File: src/rtl/window_5x5_gen.sv
// 5x5 sliding window generator for a raster-scan pixel stream.
// Four cascaded line buffers feed the rightmost column of a 5x5 shift-register window.
module window_5x5_gen #(
  parameter int DSIZE  = 8,
  parameter int LINE_W = 64,
  parameter int AW     = $clog2(LINE_W)
) (
  input  logic             clock,
  input  logic             rst,
  input  logic             in_vld,
  input  logic             in_sof,
  input  logic [DSIZE-1:0] in_data,
  output logic             out_vld,
  output logic [DSIZE-1:0] od00, od01, od02, od03, od04,
  output logic [DSIZE-1:0] od05, od06, od07, od08, od09,
  output logic [DSIZE-1:0] od10, od11, od12, od13, od14,
  output logic [DSIZE-1:0] od15, od16, od17, od18, od19,
  output logic [DSIZE-1:0] od20, od21, od22, od23, od24
);

  localparam logic [AW-1:0] LAST_COL = AW'(LINE_W - 1);

  logic [AW-1:0]    r_col;
  logic [2:0]       r_row;
  logic             r_out_vld;
  logic [DSIZE-1:0] r_lb0 [LINE_W];
  logic [DSIZE-1:0] r_lb1 [LINE_W];
  logic [DSIZE-1:0] r_lb2 [LINE_W];
  logic [DSIZE-1:0] r_lb3 [LINE_W];
  logic [DSIZE-1:0] r_win [5][5];

  logic [AW-1:0]    w_col;
  logic [2:0]       w_row;
  logic             w_last;
  logic             w_inside;
  logic [DSIZE-1:0] w_colv [5];

  // A start-of-frame pixel is (0,0) regardless of where the counters stand.
  assign w_col    = in_sof ? {AW{1'b0}} : r_col;
  assign w_row    = in_sof ? 3'd0 : r_row;
  assign w_last   = (w_col == LAST_COL);
  assign w_inside = (w_row >= 3'd4) && (w_col >= AW'(4));

  assign w_colv[0] = r_lb3[w_col];
  assign w_colv[1] = r_lb2[w_col];
  assign w_colv[2] = r_lb1[w_col];
  assign w_colv[3] = r_lb0[w_col];
  assign w_colv[4] = in_data;

  // Column/row position of the next pixel; row saturates at 4.
  always_ff @(posedge clock) begin
    if (rst) begin
      r_col <= {AW{1'b0}};
      r_row <= 3'd0;
    end else if (in_vld) begin
      if (w_last) begin
        r_col <= {AW{1'b0}};
        r_row <= (w_row >= 3'd4) ? 3'd4 : (w_row + 3'd1);
      end else begin
        r_col <= w_col + AW'(1);
        r_row <= w_row;
      end
    end
  end

  // Line-buffer cascade; reads above see the pre-write contents. Not reset, row/col gating masks stale data.
  always_ff @(posedge clock) begin
    if (in_vld && !rst) begin
      r_lb0[w_col] <= in_data;
      r_lb1[w_col] <= r_lb0[w_col];
      r_lb2[w_col] <= r_lb1[w_col];
      r_lb3[w_col] <= r_lb2[w_col];
    end
  end

  // Window shift register and valid flag.
  always_ff @(posedge clock) begin
    if (rst) begin
      for (int rr = 0; rr < 5; rr++) begin
        for (int cc = 0; cc < 5; cc++) begin
          r_win[rr][cc] <= {DSIZE{1'b0}};
        end
      end
      r_out_vld <= 1'b0;
    end else if (in_vld) begin
      for (int rr = 0; rr < 5; rr++) begin
        for (int cc = 0; cc < 4; cc++) begin
          r_win[rr][cc] <= r_win[rr][cc+1];
        end
        r_win[rr][4] <= w_colv[rr];
      end
      r_out_vld <= w_inside;
    end else begin
      r_out_vld <= 1'b0;
    end
  end

  assign out_vld = r_out_vld;

  assign od00 = r_win[0][0];
  assign od01 = r_win[0][1];
  assign od02 = r_win[0][2];
  assign od03 = r_win[0][3];
  assign od04 = r_win[0][4];
  assign od05 = r_win[1][0];
  assign od06 = r_win[1][1];
  assign od07 = r_win[1][2];
  assign od08 = r_win[1][3];
  assign od09 = r_win[1][4];
  assign od10 = r_win[2][0];
  assign od11 = r_win[2][1];
  assign od12 = r_win[2][2];
  assign od13 = r_win[2][3];
  assign od14 = r_win[2][4];
  assign od15 = r_win[3][0];
  assign od16 = r_win[3][1];
  assign od17 = r_win[3][2];
  assign od18 = r_win[3][3];
  assign od19 = r_win[3][4];
  assign od20 = r_win[4][0];
  assign od21 = r_win[4][1];
  assign od22 = r_win[4][2];
  assign od23 = r_win[4][3];
  assign od24 = r_win[4][4];

endmodule

File: config.mk
export PLATFORM = sky130hd
export DESIGN_NAME = window_5x5_gen
export DESIGN_NICKNAME = d
export VERILOG_FILES = /design/src/rtl/window_5x5_gen.sv
export SDC_FILE = /design/constraint.sdc
export NUM_CORES = 2
export LEC_CHECK = 0
export ABC_AREA = 0
export BUFFER_PORTS_ARGS = -buffer_cell sky130_fd_sc_hd__buf_2
export CAP_MARGIN = 20
export CORE_AREA = 2 2 370 372
export DETAILED_ROUTE_END_ITERATION = 10
export DIE_AREA = 0 0 372 374
export PLACE_DENSITY_LB_ADDON = 0.15
export SLEW_MARGIN = 0
export SYNTH_ARGS = -nofsm -noshare
export SYNTH_HDL_FRONTEND = slang
export SYNTH_SLANG_ARGS = --single-unit
File: constraint.sdc
create_clock -name clock -period 11.25 [get_ports clock]
set_input_delay 0.5625 -clock clock [delete_from_list [all_inputs] [get_ports clock]]
set_output_delay 0.5625 -clock clock [all_outputs]
set_load 0.03 [all_outputs]
# --- Yosys cells after proc, flatten, opt, wreduce, memory -nomap -nowiden ---
# Memories as Yosys holds them, arrays and structs flattened.
# Index checks and enable logic that the tools add are counted.
word_totals:
  ramBits: 2248
  latchBits: 0
  n_memories: 5
  ff_bits: 10
  mem_bits_ro: 0
memory_table:
  columns: ["name", "depth", "word_bits", "read_ports", "rd_ports_with_merged_regs", "wr", "line_no", "rtl"]
  rows:
  - ["r_lb0", 64, 8, 1, 0, 1, "26", "logic [DSIZE-1:0] r_lb0 [LINE_W];"]
  - ["r_lb1", 64, 8, 1, 0, 1, "27", "logic [DSIZE-1:0] r_lb1 [LINE_W];"]
  - ["r_lb2", 64, 8, 1, 0, 1, "28", "logic [DSIZE-1:0] r_lb2 [LINE_W];"]
  - ["r_lb3", 64, 8, 1, 0, 1, "29", "logic [DSIZE-1:0] r_lb3 [LINE_W];"]
  - ["r_win", 5, 40, 5, 0, 5, "30", "logic [DSIZE-1:0] r_win [5][5];"]
classes:
  div: 0
  n_addsub: 2
  mul: 0
  magnitude_cmp: 2
  eq_ne: 1
  n_bitwise: 26
  n_reduce_logical: 4
  shifts: 0
  n_mux: 37
op_table:
  columns: ["operator", "count"]
  rows:
  - ["$mux W8", 25]
  - ["$or A1 B1 Y1", 25]
  - ["$mux W6", 2]
  - ["$mux W3", 3]
  - ["$mux W1", 7]
  - ["$add A6 B1 Y6 const B", 1]
  - ["$eq A6 B6 Y1 const B", 1]
  - ["$ge A6 B3 Y1 const B", 1]
  - ["$add A3 B1 Y3 const B", 1]
  - ["$ge A3 B3 Y1 const B", 1]
  - ["$logic_and A1 B1 Y1", 2]
  - ["$reduce_or A2 Y1", 1]
  - ["$logic_not A1 Y1", 1]
  - ["$not A1 Y1", 1]

# --- Longest topological paths before layout ---
depth:
  word_depth: 4
  mapped_depth: 12
  mapped_depth_nobuf: 7

# --- Worst setup path before layout ---
# No wires, ideal clock.
synth_timing:
  kind: "input-to-reg"
  from: "input in_sof"
  to: "memory r_lb1[0][7], data pin"
  stages: 8
  path_buffers: 3
  arrival_ns: 4.435
  path_slack_ns: 6.081
  setup_ns: 0.734
  path_cell_list: "buf_4 buf_6 nor4b_4 buf_2 a21oi_1 o21ai_0 a211oi_1 o311ai_1"
synth_rtl:
  columns: ["item", "line_no", "rtl"]
  rows:
  - ["start, declared", "11", "input logic in_sof,"]
  - ["end, declared", "27", null]

==> run metrics <==
status completed; reg2reg path depth 10; unrepaired setup endpoints after global routing no; CTS clock-pin slew for the worst setup and hold paths 0.06 ns; final worst-path cycle share a little over half; vias per inst 7.38; Initial Util 64.7%; worst r2r src r_col[2]$_SDFFE_PP0P_; Overflow after GRT 0; largest net degree at the start of global routing 120; Startpoint Class flip-flop; TNS Setup 0 ns; crit path max fanout between 60 and 70; Net Count, Synth 5,002; Netlist Area Pre-Place 0.0874 sq mm; dominant synthesized flop cell edfxtp_1; Sw Share 22.4%; sequential share of power 55.5%; Die Area 0.139 sq mm; DRC 0; DP Area 0.0909 sq mm; Min-Delay Path Class in2reg; Gate power share 5.9%; root buf cell clkbuf_16; GRT Total Usage 38.7%; max-cap violation count 0; Max Slew Vio Count 0; clock buffer depth 3; final hold violation count 0; hold buffer count at CTS 0; Clock Sinks 2,258; Min-Delay Startpoint rst; Cell Int Power 13.2 mW; register area share after synthesis between 70 and 80%; vias in the first global route 50,100; WP data arrival 6.65 ns; H-tree depth 4; Post-Synthesis Cells approximately 5,000; chip width about 370 um; global-route wire length before repair 374,000 um; Post-Synthesis Mean Instance Area 17.5 sq um; Iter 0 DRT Violations about 10,000; number of flops mapped to enable cells by yosys around 2,200; fraction of registers with async set/reset 0%; synth warn 0; CP Class reg2reg; Area Overhead vs Synth 11.6%; CTS Buf Count ~210; Worst-Margin Slew 1.25 ns; Yosys reg bits 2,258; routed len/inst 37.6 um; total core area around 0.13 sq mm; worst-skew pair later-pin latency 0.87 ns; first drt pass iteration count 8; Die Height 374 um; CTS resizes 0; r2r setup slk 5.31 ns; DRT Wirelength 271,000 um; Max Clk Rate 168 MHz; Pwr per Cell Area 175 mW/mm^2; fillers 8,116; Leakage Power about 32 nW; antenna violations before repair 12; Sw Pwr 3.83 mW; Worst setup EP type flip-flop; Final Skew approximately 0.033 ns; site row count 135; IO Pins 213; hold path depth 2; layout cells sized above 1 16.2%; Setup Fix Bufs, Post-CTS 0; Layout Utilization roughly 72%; data required time of the worst path 11.96 ns; min setup slack post-route 5.31 ns; CTS tree done; final HPWL from detailed placement 143,000 um; Hold Crit Endpoint r_col[3]$_SDFFE_PP0P_; RR Endpoint r_win[0][46]$_SDFFCE_PN0P_; VDD IR-drop max 0.165 mV; final setup fails 0; Final Critical Period about 5.9 ns; Worst slew margin 16.5%; part of the power in the clock network 38.6%; Seq. cell area 0.0677 sq mm; IO buf count ~210; Setup WS pre-CTS 5.34 ns; design area roughly 0.097 sq mm; most common cell after layout, fill and taps aside edfxtp_1; area of the multi-input gates 0.0184 sq mm; Yosys cell types 88; routed vias ~53,000; routability congestion estimate around 0.91; fin nets 5,270; antenna-violating nets left 0; most frequent cells in the layout edfxtp_1 (2,248), mux2i_1 (475), buf_2 (213)
[logic make-up (layout without fill, tap and decap cells)]
logic type | count (synthesis) | after routing | share of synthesized area (%)
flip-flops | 2258 | 2258 | 77.5
AO/OA/AOI/OAI | 1209 | 1209 | 9.90
AND/OR/NAND/NOR | 602 | 602 | 3.66
multiplexers | 558 | 558 | 6.72
other | 0 | 6 | 0
buffers and inverters | 357 | 798 | 2.18
adder cells (fa/ha/maj) | 3 | 3 | 0.0430
[worst max-delay path by stage]
stage / from / endpoint / slack, ns / cells past startpoint
finish: r_col[2]$_SDFFE_PP0P_ / r_win[0][46]$_SDFFCE_PN0P_ / 5.31 / 10
global route: r_col[0]$_SDFFE_PP0P_ / r_lb3[49][7]$_DFFE_PP_ / 5.31 / 9
CTS: r_col[0]$_SDFFE_PP0P_ / r_lb2[31][3]$_DFFE_PP_ / 5.52 / 9
detailed placement: in_sof / r_lb2[11][3]$_DFFE_PP_ / 5.34 / 10
global placement: in_sof / r_lb1[62][4]$_DFFE_PP_ / 5.41 / 10
floorplan: in_sof / r_lb1[0][7]$_DFFE_PP_ / 6.08 / 8
[sequential cells by signal, summed over array words and instances (netlist names)]
register / count
r_lb2: 512
r_win: 200
r_col: 6
out_vld: 1
r_lb1: 512
r_row: 3
r_lb3: 512
r_lb0: 512
[worst max-delay path, cell delays in order (launching register included)]
cell and delay, ns:
dfxtp_4 0.49, buf_4 0.68, buf_4 0.69, and2_2 0.65, buf_4 0.65, a22o_1 0.22
a22oi_1 0.06, a21boi_0 0.91, or4_2 0.38, buf_4 0.57, and2_1 0.22
[stage by stage]
stage,total power [mW],instances,hold WS (ns)
6_report,17.1,7215,0.0586
5_1_grt,17.4,7210,0.0395
4_1_cts,17.0,7195,0.0148
3_5_place_dp,10.6,6812,0.458
3_3_place_gp,10.6,6809,0.443
2_1_floorplan,10.2,4987,0.431
[power groups by stage]
stage | Combinational, mW | Clock, mW | Sequential [mW]
2_1_floorplan | 0.482 | 0 | 9.74
3_3_place_gp | 0.927 | 0 | 9.65
3_5_place_dp | 0.947 | 0 | 9.65
4_1_cts | 0.949 | 6.58 | 9.47
5_1_grt | 1.04 | 6.91 | 9.47
6_report | 1.01 | 6.59 | 9.46
[layout make-up]
class / count / area share [%]
Inverter: 10 / 0.0411
Timing Repair Buffer: 405 / 2.87
Tap cell: 1781 / 2.29
Clock buffer: 258 / 5.55
Multi-Input combinational cell: 2372 / 18.9
Clock inverter: 125 / 0.896
Antenna cell: 6 / 0.0154
Sequential cell: 2258 / 69.5
[cell usage after synthesis (89+ instances only)]
cell type  instances  area (sq um)
and2_1           180          1130
edfxtp_1        2248         67500
a22oi_1          103           773
nor2_1           143           537
a21oi_1          170           851
nand2_1          118           443
buf_2            142           711
clkbuf_1         104           390
a211oi_1         101           758
o22ai_1          163          1020
a22o_1            89           780
a221oi_1         124          1090
o21ai_0          168           841
mux2i_1          475          4750
[layer usage]
metal,track usage (%),vias to the layer above,share of wire [%]
met5,0,-,0.048
met4,20.2,20,6.3
met3,13.5,1047,16
met2,56.6,5047,44
met1,51.7,26300,34
li1,-,20900,-
No activity file was read; power rests on OpenSTA's default activity.
